--- src/rtl/cp0_pkg.sv ---
`default_nettype none
// ============================================================================
//  Module      : cp0_pkg
//  Description : Shared CP0 TLB definitions: register numbers, the 86-bit
//                TLB entry image layout and EntryLo/EntryHi field offsets.
//  Revision    : 1.0 - initial release
// ============================================================================
package cp0_pkg;

   // CP0 register numbers handled by the TLB register slice
   localparam logic [4:0] c_reg_index    = 5'd0;
   localparam logic [4:0] c_reg_random   = 5'd1;
   localparam logic [4:0] c_reg_entrylo0 = 5'd2;
   localparam logic [4:0] c_reg_entrylo1 = 5'd3;
   localparam logic [4:0] c_reg_context  = 5'd4;
   localparam logic [4:0] c_reg_pagemask = 5'd5;
   localparam logic [4:0] c_reg_wired    = 5'd6;
   localparam logic [4:0] c_reg_badvaddr = 5'd8;
   localparam logic [4:0] c_reg_entryhi  = 5'd10;
   localparam logic [4:0] c_reg_config   = 5'd16;

   // EntryLo field offsets (stored image is the low 26 bits of the register)
   localparam int c_elo_g_bit    = 0;
   localparam int c_elo_v_bit    = 1;
   localparam int c_elo_d_bit    = 2;
   localparam int c_elo_c_lsb    = 3;
   localparam int c_elo_pfn_lsb  = 6;
   localparam int c_elo_w        = 26;

   // EntryHi field offsets
   localparam int c_ehi_asid_lsb = 0;
   localparam int c_ehi_vpn2_lsb = 13;

   // Entry image exchanged with the translation block
   typedef struct packed {
      logic [18:0] vpn2;
      logic [7:0]  asid;
      logic        g;
      logic [19:0] pfn0;
      logic [2:0]  c0;
      logic        d0;
      logic        v0;
      logic [19:0] pfn1;
      logic [2:0]  c1;
      logic        d1;
      logic        v1;
      logic [7:0]  rsvd;
   } tlb_entry_t;

endpackage
`default_nettype wire

--- src/rtl/cp0_random_ctr.sv ---
`default_nettype none
// ============================================================================
//  Module      : cp0_random_ctr
//  Description : Random register: free-running down-counter that wraps from
//                Wired back to the top entry and reloads on any Wired write.
//  Revision    : 1.0 - initial release
// ============================================================================
module cp0_random_ctr #(
   parameter int IDX_W = 4
) (
   input  logic             clk,
   input  logic             rst,
   input  logic             wired_we,
   input  logic [IDX_W-1:0] wired,
   output logic [IDX_W-1:0] random
);

   localparam logic [IDX_W-1:0] c_top = '1;
   localparam logic [IDX_W-1:0] c_one = IDX_W'(1);

   logic [IDX_W-1:0] r_random;

   // Count down every cycle; hitting the Wired floor or a Wired write reloads the top
   always_ff @(posedge clk) begin
      if (rst || wired_we) begin
         r_random <= c_top;
      end else if (r_random == wired) begin
         r_random <= c_top;
      end else begin
         r_random <= r_random - c_one;
      end
   end

   assign random = r_random;

endmodule
`default_nettype wire

--- src/rtl/cp0_tlb_regs.sv ---
`default_nettype none
// ============================================================================
//  Module      : cp0_tlb_regs
//  Description : CP0 registers owning MMU-visible TLB state (Index, Random,
//                EntryLo0/1, Context, PageMask, Wired, BadVAddr, EntryHi,
//                Config.K0). Feeds the translation block and absorbs its
//                TLBR/TLBP results and TLB exception information.
//  Revision    : 1.0 - initial release
// ============================================================================
module cp0_tlb_regs
   import cp0_pkg::*;
#(
   parameter int         TLB_IDX_W = 4,
   parameter logic [2:0] K0_RESET  = 3'b011
) (
   input  logic                 clk,
   input  logic                 rst,
   input  logic                 reg_we,
   input  logic [4:0]           reg_waddr,
   input  logic [31:0]          reg_wdata,
   input  logic [4:0]           reg_raddr,
   output logic [31:0]          reg_rdata,
   input  logic                 tlbr,
   input  logic                 tlbp,
   input  logic                 exc_tlb,
   input  logic [31:0]          exc_vaddr,
   input  logic                 miss_probe,
   input  logic [TLB_IDX_W-1:0] matched_index_probe,
   input  logic [85:0]          cp0_tlb_conf_out,
   output logic [85:0]          cp0_tlb_conf_in,
   output logic [TLB_IDX_W-1:0] cp0_index,
   output logic [TLB_IDX_W-1:0] cp0_random,
   output logic [7:0]           curr_ASID,
   output logic                 cp0_kseg0_uncached
);

   logic                   r_index_p;
   logic [TLB_IDX_W-1:0]   r_index;
   logic [c_elo_w-1:0]     r_lo0;
   logic [c_elo_w-1:0]     r_lo1;
   logic [8:0]             r_pte_base;
   logic [18:0]            r_bad_vpn2;
   logic [TLB_IDX_W-1:0]   r_wired;
   logic [31:0]            r_badvaddr;
   logic [18:0]            r_vpn2;
   logic [7:0]             r_asid;
   logic [2:0]             r_k0;
   logic [TLB_IDX_W-1:0]   w_random;
   tlb_entry_t             w_conf_out;
   tlb_entry_t             w_conf_in;

   logic w_wr_index, w_wr_lo0, w_wr_lo1, w_wr_ctx, w_wr_wired, w_wr_ehi, w_wr_cfg;

   assign w_wr_index = reg_we && (reg_waddr == c_reg_index);
   assign w_wr_lo0   = reg_we && (reg_waddr == c_reg_entrylo0);
   assign w_wr_lo1   = reg_we && (reg_waddr == c_reg_entrylo1);
   assign w_wr_ctx   = reg_we && (reg_waddr == c_reg_context);
   assign w_wr_wired = reg_we && (reg_waddr == c_reg_wired);
   assign w_wr_ehi   = reg_we && (reg_waddr == c_reg_entryhi);
   assign w_wr_cfg   = reg_we && (reg_waddr == c_reg_config);

   assign w_conf_out = cp0_tlb_conf_out;

   // Bits that carry no state in this slice
   logic w_unused;
   assign w_unused = ^{reg_wdata[12:8], w_conf_out.rsvd};

   cp0_random_ctr #(.IDX_W(TLB_IDX_W)) u_random (
      .clk      (clk),
      .rst      (rst),
      .wired_we (w_wr_wired),
      .wired    (r_wired),
      .random   (w_random)
   );

   // Index: probe result outranks software writes; P is only set by hardware
   always_ff @(posedge clk) begin
      if (rst) begin
         r_index_p <= 1'b0;
         r_index   <= '0;
      end else if (tlbp) begin
         r_index_p <= miss_probe;
         if (!miss_probe) r_index <= matched_index_probe;
      end else if (w_wr_index) begin
         r_index <= reg_wdata[TLB_IDX_W-1:0];
      end
   end

   // EntryLo0/1: TLBR reload outranks software writes
   always_ff @(posedge clk) begin
      if (rst) begin
         r_lo0 <= '0;
         r_lo1 <= '0;
      end else if (tlbr) begin
         r_lo0 <= {w_conf_out.pfn0, w_conf_out.c0, w_conf_out.d0, w_conf_out.v0, w_conf_out.g};
         r_lo1 <= {w_conf_out.pfn1, w_conf_out.c1, w_conf_out.d1, w_conf_out.v1, w_conf_out.g};
      end else begin
         if (w_wr_lo0) r_lo0 <= reg_wdata[c_elo_w-1:0];
         if (w_wr_lo1) r_lo1 <= reg_wdata[c_elo_w-1:0];
      end
   end

   // Context and BadVAddr: an exception claims the whole register for that cycle
   always_ff @(posedge clk) begin
      if (rst) begin
         r_pte_base <= '0;
         r_bad_vpn2 <= '0;
         r_badvaddr <= '0;
      end else if (exc_tlb) begin
         r_bad_vpn2 <= exc_vaddr[31:13];
         r_badvaddr <= exc_vaddr;
      end else if (w_wr_ctx) begin
         r_pte_base <= reg_wdata[31:23];
      end
   end

   // EntryHi: exception keeps the ASID, TLBR reloads both fields
   always_ff @(posedge clk) begin
      if (rst) begin
         r_vpn2 <= '0;
         r_asid <= '0;
      end else if (exc_tlb) begin
         r_vpn2 <= exc_vaddr[31:13];
      end else if (tlbr) begin
         r_vpn2 <= w_conf_out.vpn2;
         r_asid <= w_conf_out.asid;
      end else if (w_wr_ehi) begin
         r_vpn2 <= reg_wdata[c_ehi_vpn2_lsb +: 19];
         r_asid <= reg_wdata[c_ehi_asid_lsb +: 8];
      end
   end

   // Wired and Config.K0 are software-only
   always_ff @(posedge clk) begin
      if (rst) begin
         r_wired <= '0;
         r_k0    <= K0_RESET;
      end else begin
         if (w_wr_wired) r_wired <= reg_wdata[TLB_IDX_W-1:0];
         if (w_wr_cfg)   r_k0    <= reg_wdata[2:0];
      end
   end

   // Entry image presented to the translation block for TLBWI/TLBWR
   always_comb begin
      w_conf_in      = '0;
      w_conf_in.vpn2 = r_vpn2;
      w_conf_in.asid = r_asid;
      w_conf_in.g    = r_lo0[c_elo_g_bit] & r_lo1[c_elo_g_bit];
      w_conf_in.pfn0 = r_lo0[c_elo_pfn_lsb +: 20];
      w_conf_in.c0   = r_lo0[c_elo_c_lsb +: 3];
      w_conf_in.d0   = r_lo0[c_elo_d_bit];
      w_conf_in.v0   = r_lo0[c_elo_v_bit];
      w_conf_in.pfn1 = r_lo1[c_elo_pfn_lsb +: 20];
      w_conf_in.c1   = r_lo1[c_elo_c_lsb +: 3];
      w_conf_in.d1   = r_lo1[c_elo_d_bit];
      w_conf_in.v1   = r_lo1[c_elo_v_bit];
      w_conf_in.rsvd = '0;
   end

   assign cp0_tlb_conf_in    = w_conf_in;
   assign cp0_index          = r_index;
   assign cp0_random         = w_random;
   assign curr_ASID          = r_asid;
   assign cp0_kseg0_uncached = (r_k0 == 3'd2);

   // MFC0 read decode; unimplemented registers and fields read as zero
   always_comb begin
      reg_rdata = '0;
      case (reg_raddr)
         c_reg_index:    reg_rdata = {r_index_p, {(31-TLB_IDX_W){1'b0}}, r_index};
         c_reg_random:   reg_rdata = {{(32-TLB_IDX_W){1'b0}}, w_random};
         c_reg_entrylo0: reg_rdata = {{(32-c_elo_w){1'b0}}, r_lo0};
         c_reg_entrylo1: reg_rdata = {{(32-c_elo_w){1'b0}}, r_lo1};
         c_reg_context:  reg_rdata = {r_pte_base, r_bad_vpn2, 4'b0};
         c_reg_pagemask: reg_rdata = '0;
         c_reg_wired:    reg_rdata = {{(32-TLB_IDX_W){1'b0}}, r_wired};
         c_reg_badvaddr: reg_rdata = r_badvaddr;
         c_reg_entryhi:  reg_rdata = {r_vpn2, 5'b0, r_asid};
         c_reg_config:   reg_rdata = {1'b1, 28'b0, r_k0};
         default:        reg_rdata = '0;
      endcase
   end

endmodule
`default_nettype wire

--- config.mk ---
export PLATFORM = sky130hd
export DESIGN_NAME = cp0_tlb_regs
export DESIGN_NICKNAME = d
export VERILOG_FILES = /design/src/rtl/cp0_pkg.sv /design/src/rtl/cp0_random_ctr.sv /design/src/rtl/cp0_tlb_regs.sv
export SDC_FILE = /design/constraint.sdc
export NUM_CORES = 1
export LEC_CHECK = 0
export ABC_AREA = 1
export CAP_MARGIN = 20
export CORE_MARGIN = 5
export CORE_UTILIZATION = 45
export DETAILED_ROUTE_END_ITERATION = 16
export PLACE_DENSITY = 0.86
export SLEW_MARGIN = 15
export SYNTH_ARGS = -nofsm -noshare
export SYNTH_HDL_FRONTEND = slang
export SYNTH_SLANG_ARGS = --single-unit
--- constraint.sdc ---
create_clock -name clk -period 1.38 [get_ports clk]
set_input_delay 0.276 -clock clk [delete_from_list [all_inputs] [get_ports clk]]
set_output_delay 0.276 -clock clk [all_outputs]
set_load 0.03 [all_outputs]
# After elaboration in Yosys (flattened, before gate mapping)
# Cells that the tools add are included.
# word_totals
in_bits	171
n_memories	0
out_inout_bits	135
mem_bits_ro	0
ff_bits	155
wordCells	64
latch_bits	0
mem_bits_rw	0
# op_classes
shift	0
eq_ne	17
reduce_logical	19
n_addsub	1
div	0
mux	13
multipliers	0
magnitude_cmp	0
bitwise	2
# ops
operator	n
32-bit one-hot mux with 9 select lines	1
26-bit two-way mux	4
19-bit two-way mux	3
5-bit by 2-bit == test with 1-bit output (second input constant)	4
5-bit by 3-bit == test with 1-bit output (second input constant)	4
8-bit two-way mux	2
5-bit by 4-bit == test with 1-bit output (second input constant)	3
4-bit two-way mux	3
5-bit == test (second input constant)	2
5-bit zero test	2
2-bit nonzero test	4
1-bit logical AND	7
2-bit AND reduction	3
5-bit by 1-bit == test with 1-bit output (second input constant)	1
4-bit == test	1
4-bit by 1-bit subtractor with 4-bit output (second input constant)	1
3-bit by 2-bit == test with 1-bit output (second input constant)	1
3-bit nonzero test	1
2-bit inequality test (second input constant)	1
2-bit OR reduction	1
1-bit bitwise AND	1
1-bit logical OR	1
1-bit inverter	1

# Longest topological paths before layout
# logic_depth
ltp_word	5
depth_mapped	9
mapped_depth_nobuf	8

# Cells and area by module
# Synthesis repeated with hierarchy kept, for this count alone.
# hier_totals
cells_unflattened	1259
area_unflattened_um2	7758.7
# modules_own_cells
mod	instances	seq_area_each_um2	area_each_um2	cells_each
cp0_tlb_regs	1	2642.5	7519.7	1220
cp0_random_ctr	1	80.1	239.0	39

# Least setup slack after synthesis
# Ideal clock, no wire load.
# synth_timing
kind	input-to-output
from	in reg_raddr[2]
to	out reg_rdata[23]
t_required_ns	1.104
path_slack_ns	-0.111
t_arrival_ns	1.215
path_buffers	1
cell_stages	8
cell_sequence	inv_1 > nand2_1 > nor2_4 > buf_4 > nand2_1 > nand2_1 > inv_1 > nand3b_1
# synth_via
elab_chain_len	2
word_cells_on_any_way	10
classes_between	eq/ne (8); mux (1); reduce/logical (1)
# synth_rtl
item	line_no	source
from (decl)	cp0_tlb_regs.sv:21	input logic [4:0] reg_raddr,
5-bit == test, or another cell as far along	cp0_tlb_regs.sv:170	case (reg_raddr)
32-bit one-hot mux with 9 select lines (*)	cp0_tlb_regs.sv:170	
to (decl)	cp0_tlb_regs.sv:22	output logic [31:0] reg_rdata,
# Every way passes the cells marked *; elsewhere a longest branch is shown, timed or not.

# Final worst setup path
# layout_timing
from	in reg_raddr[4]
to	out reg_rdata[24]
# Same word-level chain as after synthesis.

==> out/qor.yml <==
run_status:
  run_status: "finished, violations left"
  failing_checks: "negative setup slack"
routing:
  vias_per_cell: 5.43
  route.vias.total: 9755
  drtIter0Drc: 1081
  routed_wirelength_um: 34100
  first_pass_detailed_route_iteration_total: 6
  routed_wire_length_per_instance_um: 19.0
  drc_errors: 0
  route.antenna.remaining_nets: 0
final_layout:
  area_delta_synth_final_pct: 66.6
  total_nets_final: 1730
  finish.instance_area_um2: 13000
  utilization: 0.758
  fillerInstances: 1277
  final_layout_size_suffix_gt1_frac: 0.286
  layout.cells.non_filler: 1796
  antenna-diode-count: 0
floorplanning:
  placement_rows: 48
  io_pins: 306
  start_util: 0.455
  floorplan.core_area_um2: 17200
  dieArea_um2: 20100
  die_w_um: 142
  die-height_um: 142
worst_setup_path:
  worstPathCellList: "buf_8 -> buf_6 -> nor2_8 -> nand2_4 -> buf_6 -> nor2_8 -> buf_12 -> nand2_2 -> nand2_2 -> inv_1 -> nand3b_1 -> buf_12"
  start_kind: "input port"
  timing.critical_path.slowest_cell_delay_ns: 0.20
  crit_required_ns: 1.10
  worst-setup-path-type: "input port to output port"
  cp-end-kind: "output port"
  worstPathMaxFanout: 7
  worst_ep_arrival_time_ns: 1.60
  timing.critical_path.slowest_stage_cell: "nor2_8"
logic_synthesis:
  number_of_enable_type_register_cells_in_the_synthesized_netlist: 0
  ys_ff_latch: 136
  synth_flop_cell: "dfxtp_1"
  netlist_instances: 1247
  synth.avg_cell_area_um2: 6.26
  syn-cell-area_um2: 7810
  ys_seq_area_frac: 0.349
  postSynth.asyncResetShare: 0
  synth.distinct_cells: 33
  synth_warnings: 0
placed_design:
  place_ws_ns: -0.915
  routabilityCongestion: 0.963
  place_area_um2: 11700
  dp_hpwl_um: 25300
  number_of_i_o_port_buffers: 289
  placed_cells_incl_taps: 1740
global_route:
  grt_first_pass_wirelength_um: 50400
  grt_pass1_vias: 8957
  grtUsageTotal: 0.321
  grt-ovfl-total: 0
  grt_antenna_before_repair: 1
  grt_start_max_net_pins: 81
min_path:
  hp-class: "input port to flop"
timing:
  post-route-worst-setup-slack_ns: -0.493
  maxSlewViolCount: 0
  rsz_0062_raised_after_global_routing: "yes"
  timing.fmax_mhz: 534
  timing_hold_violations_final: 0
  timing.final.crit_share: 1.36
  setup_violations: 32
  setup_tns_ns: -14.12
  fin_hold_ws_ns: 0.338
  finClkSkew_ns: 0.0101
  post-route-min-period_ns: 1.87
power_and_ir_drop:
  ir_worst_vdd_v: 0.000801
  cellPowerDensity_nw_per_um2: 940
  fin_total_pwr_mw: 12.2
  static-leakage-power_nw: 6.14
clock_tree:
  clk-insertion-delay-late_ns: 0.42
  ctsRootBufferMaster: "clkbuf_16"
  cts.sink_count: 136
  cts_tree: "built"
  clk_path_buf_depth: 2
  postCtsHoldBufs: 0
  clk_pin_slew_worst_paths_ns: 0.07
  cts_made_buffers: 17
  clock_tree.htree_level_count: 4
job:
  drv_cap: 0
layer usage:
| metal | vias up | global-route usage | wire (um) |
|---|---|---|---|
| met3 | 74 | 0.0738 | 3750 |
| met4 | 0 | 0.104 | 1100 |
| met2 | 617 | 0.510 | 15500 |
| met1 | 4527 | 0.434 | 13700 |
| li1 | 4537 | - | - |
| met5 | - | 0 | 0 |
layout make-up:
class | instances | area [um2] | share of cell area
Timing Repair Buffer | 422 | 4670 | 0.359
Multi-Input combinational cell | 917 | 4460 | 0.342
Sequential cell | 136 | 2740 | 0.211
Clock buffer | 18 | 429 | 0.0330
Tap cell | 225 | 282 | 0.0216
Inverter | 64 | 259 | 0.0199
Clock inverter | 14 | 169 | 0.0130
sequential cells by signal, summed over array words and instances, names as in the netlist:
register         flops
cp0_index            4
curr_ASID            8
r_bad_vpn2          19
r_badvaddr          13
r_index_p            1
r_k0                 3
r_lo0               26
r_lo1               26
r_pte_base           9
r_vpn2              19
r_wired              4
u_random.random      4
kinds of logic (layout without fill, tap and decap cells):
| group | Yosys count | in the layout | synth area share |
|---|---|---|---|
| flops | 136 | 136 | 0.349 |
| other cells | 1 | 8 | 0.000480 |
| buf+inv | 201 | 518 | 0.141 |
| xor+xnor | 6 | 6 | 0.00673 |
| compound gates | 182 | 182 | 0.120 |
| fa+ha+maj | 1 | 1 | 0.00160 |
| simple gates | 720 | 720 | 0.382 |
cell usage after synthesis, types with 2 or more instances:
| cell type | n | area share |
|---|---|---|
| nor2_8 | 2 | 0.0051 |
| clkinv_1 | 6 | 0.0029 |
| clkbuf_1 | 29 | 0.014 |
| buf_4 | 77 | 0.074 |
| inv_1 | 52 | 0.025 |
| nand3b_1 | 3 | 0.0029 |
| xor2_1 | 5 | 0.0056 |
| inv_2 | 6 | 0.0029 |
| buf_6 | 3 | 0.0043 |
| nand2_2 | 6 | 0.0048 |
| nand4_1 | 27 | 0.022 |
| buf_2 | 27 | 0.017 |
| nand3_1 | 77 | 0.049 |
| nor2_2 | 4 | 0.0032 |
| a21oi_1 | 83 | 0.053 |
| o21ai_1 | 7 | 0.0045 |
| dfxtp_1 | 136 | 0.35 |
| nor2_1 | 163 | 0.078 |
| nand2_1 | 428 | 0.21 |
| nor2_4 | 2 | 0.0029 |
| and2_1 | 4 | 0.0032 |
| o21ai_0 | 83 | 0.053 |
| o211ai_1 | 7 | 0.0067 |
cell usage in the layout, fill, tap and decap left out, drive strengths merged:
cell / synthesis / final
nand2: 435 / 435
buf: 108 / 257
nor2: 171 / 171
clkdlybuf4s50: 0 / 149
dfxtp: 136 / 136
o21ai: 90 / 90
a21oi: 83 / 83
nand3: 77 / 77
inv: 58 / 65
nand4: 27 / 27
clkbuf: 29 / 20
conb: 1 / 8
o211ai: 7 / 7
clkdlybuf4s15: 0 / 7
clkinv: 6 / 7
xor2: 5 / 5
and2: 4 / 4
nand3b: 4 / 4
clkinvlp: 0 / 3
bufinv: 0 / 3
dlymetal6s2s: 0 / 3
dlygate4sd2: 0 / 3
a21boi: 2 / 2
nor3b: 1 / 1
xnor2: 1 / 1
nor3: 1 / 1
ha: 1 / 1
bufbuf: 0 / 1
worst paths after layout:
check | depth (start not counted) | start | slack [ns] | endpoint
worst max-delay path | 12 | reg_raddr[4] | -0.49 | reg_rdata[24]
worst min-delay path | 3 | rst | 0.34 | r_wired[3]
worst max register to register | 5 | u_random.random[1] | 0.20 | u_random.random[2]
worst min register to register | 2 | r_pte_base[2] | 0.45 | r_pte_base[2]
critical path, delay by kind of cell:
family / cells / cell delay [ns]
buffers and inverters: 6 / 0.69
and+or+nand+nor: 6 / 0.61
power by group:
part	internal (mW)	switching, mW	leakage, nW	total [mW]
clock network	2.85	1.86	0.291	4.71
logic	1.46	1.58	4.72	3.04
registers	4.18	0.298	1.13	4.47
what timing repair did:
item,4_1_cts,5_1_grt
resized for setup,266,84
setup buffers,13,9
cloned,4,2
pin swaps,30,38
setup endpoints to repair,82,108
Note: power is estimated with default switching activity, not from simulation.
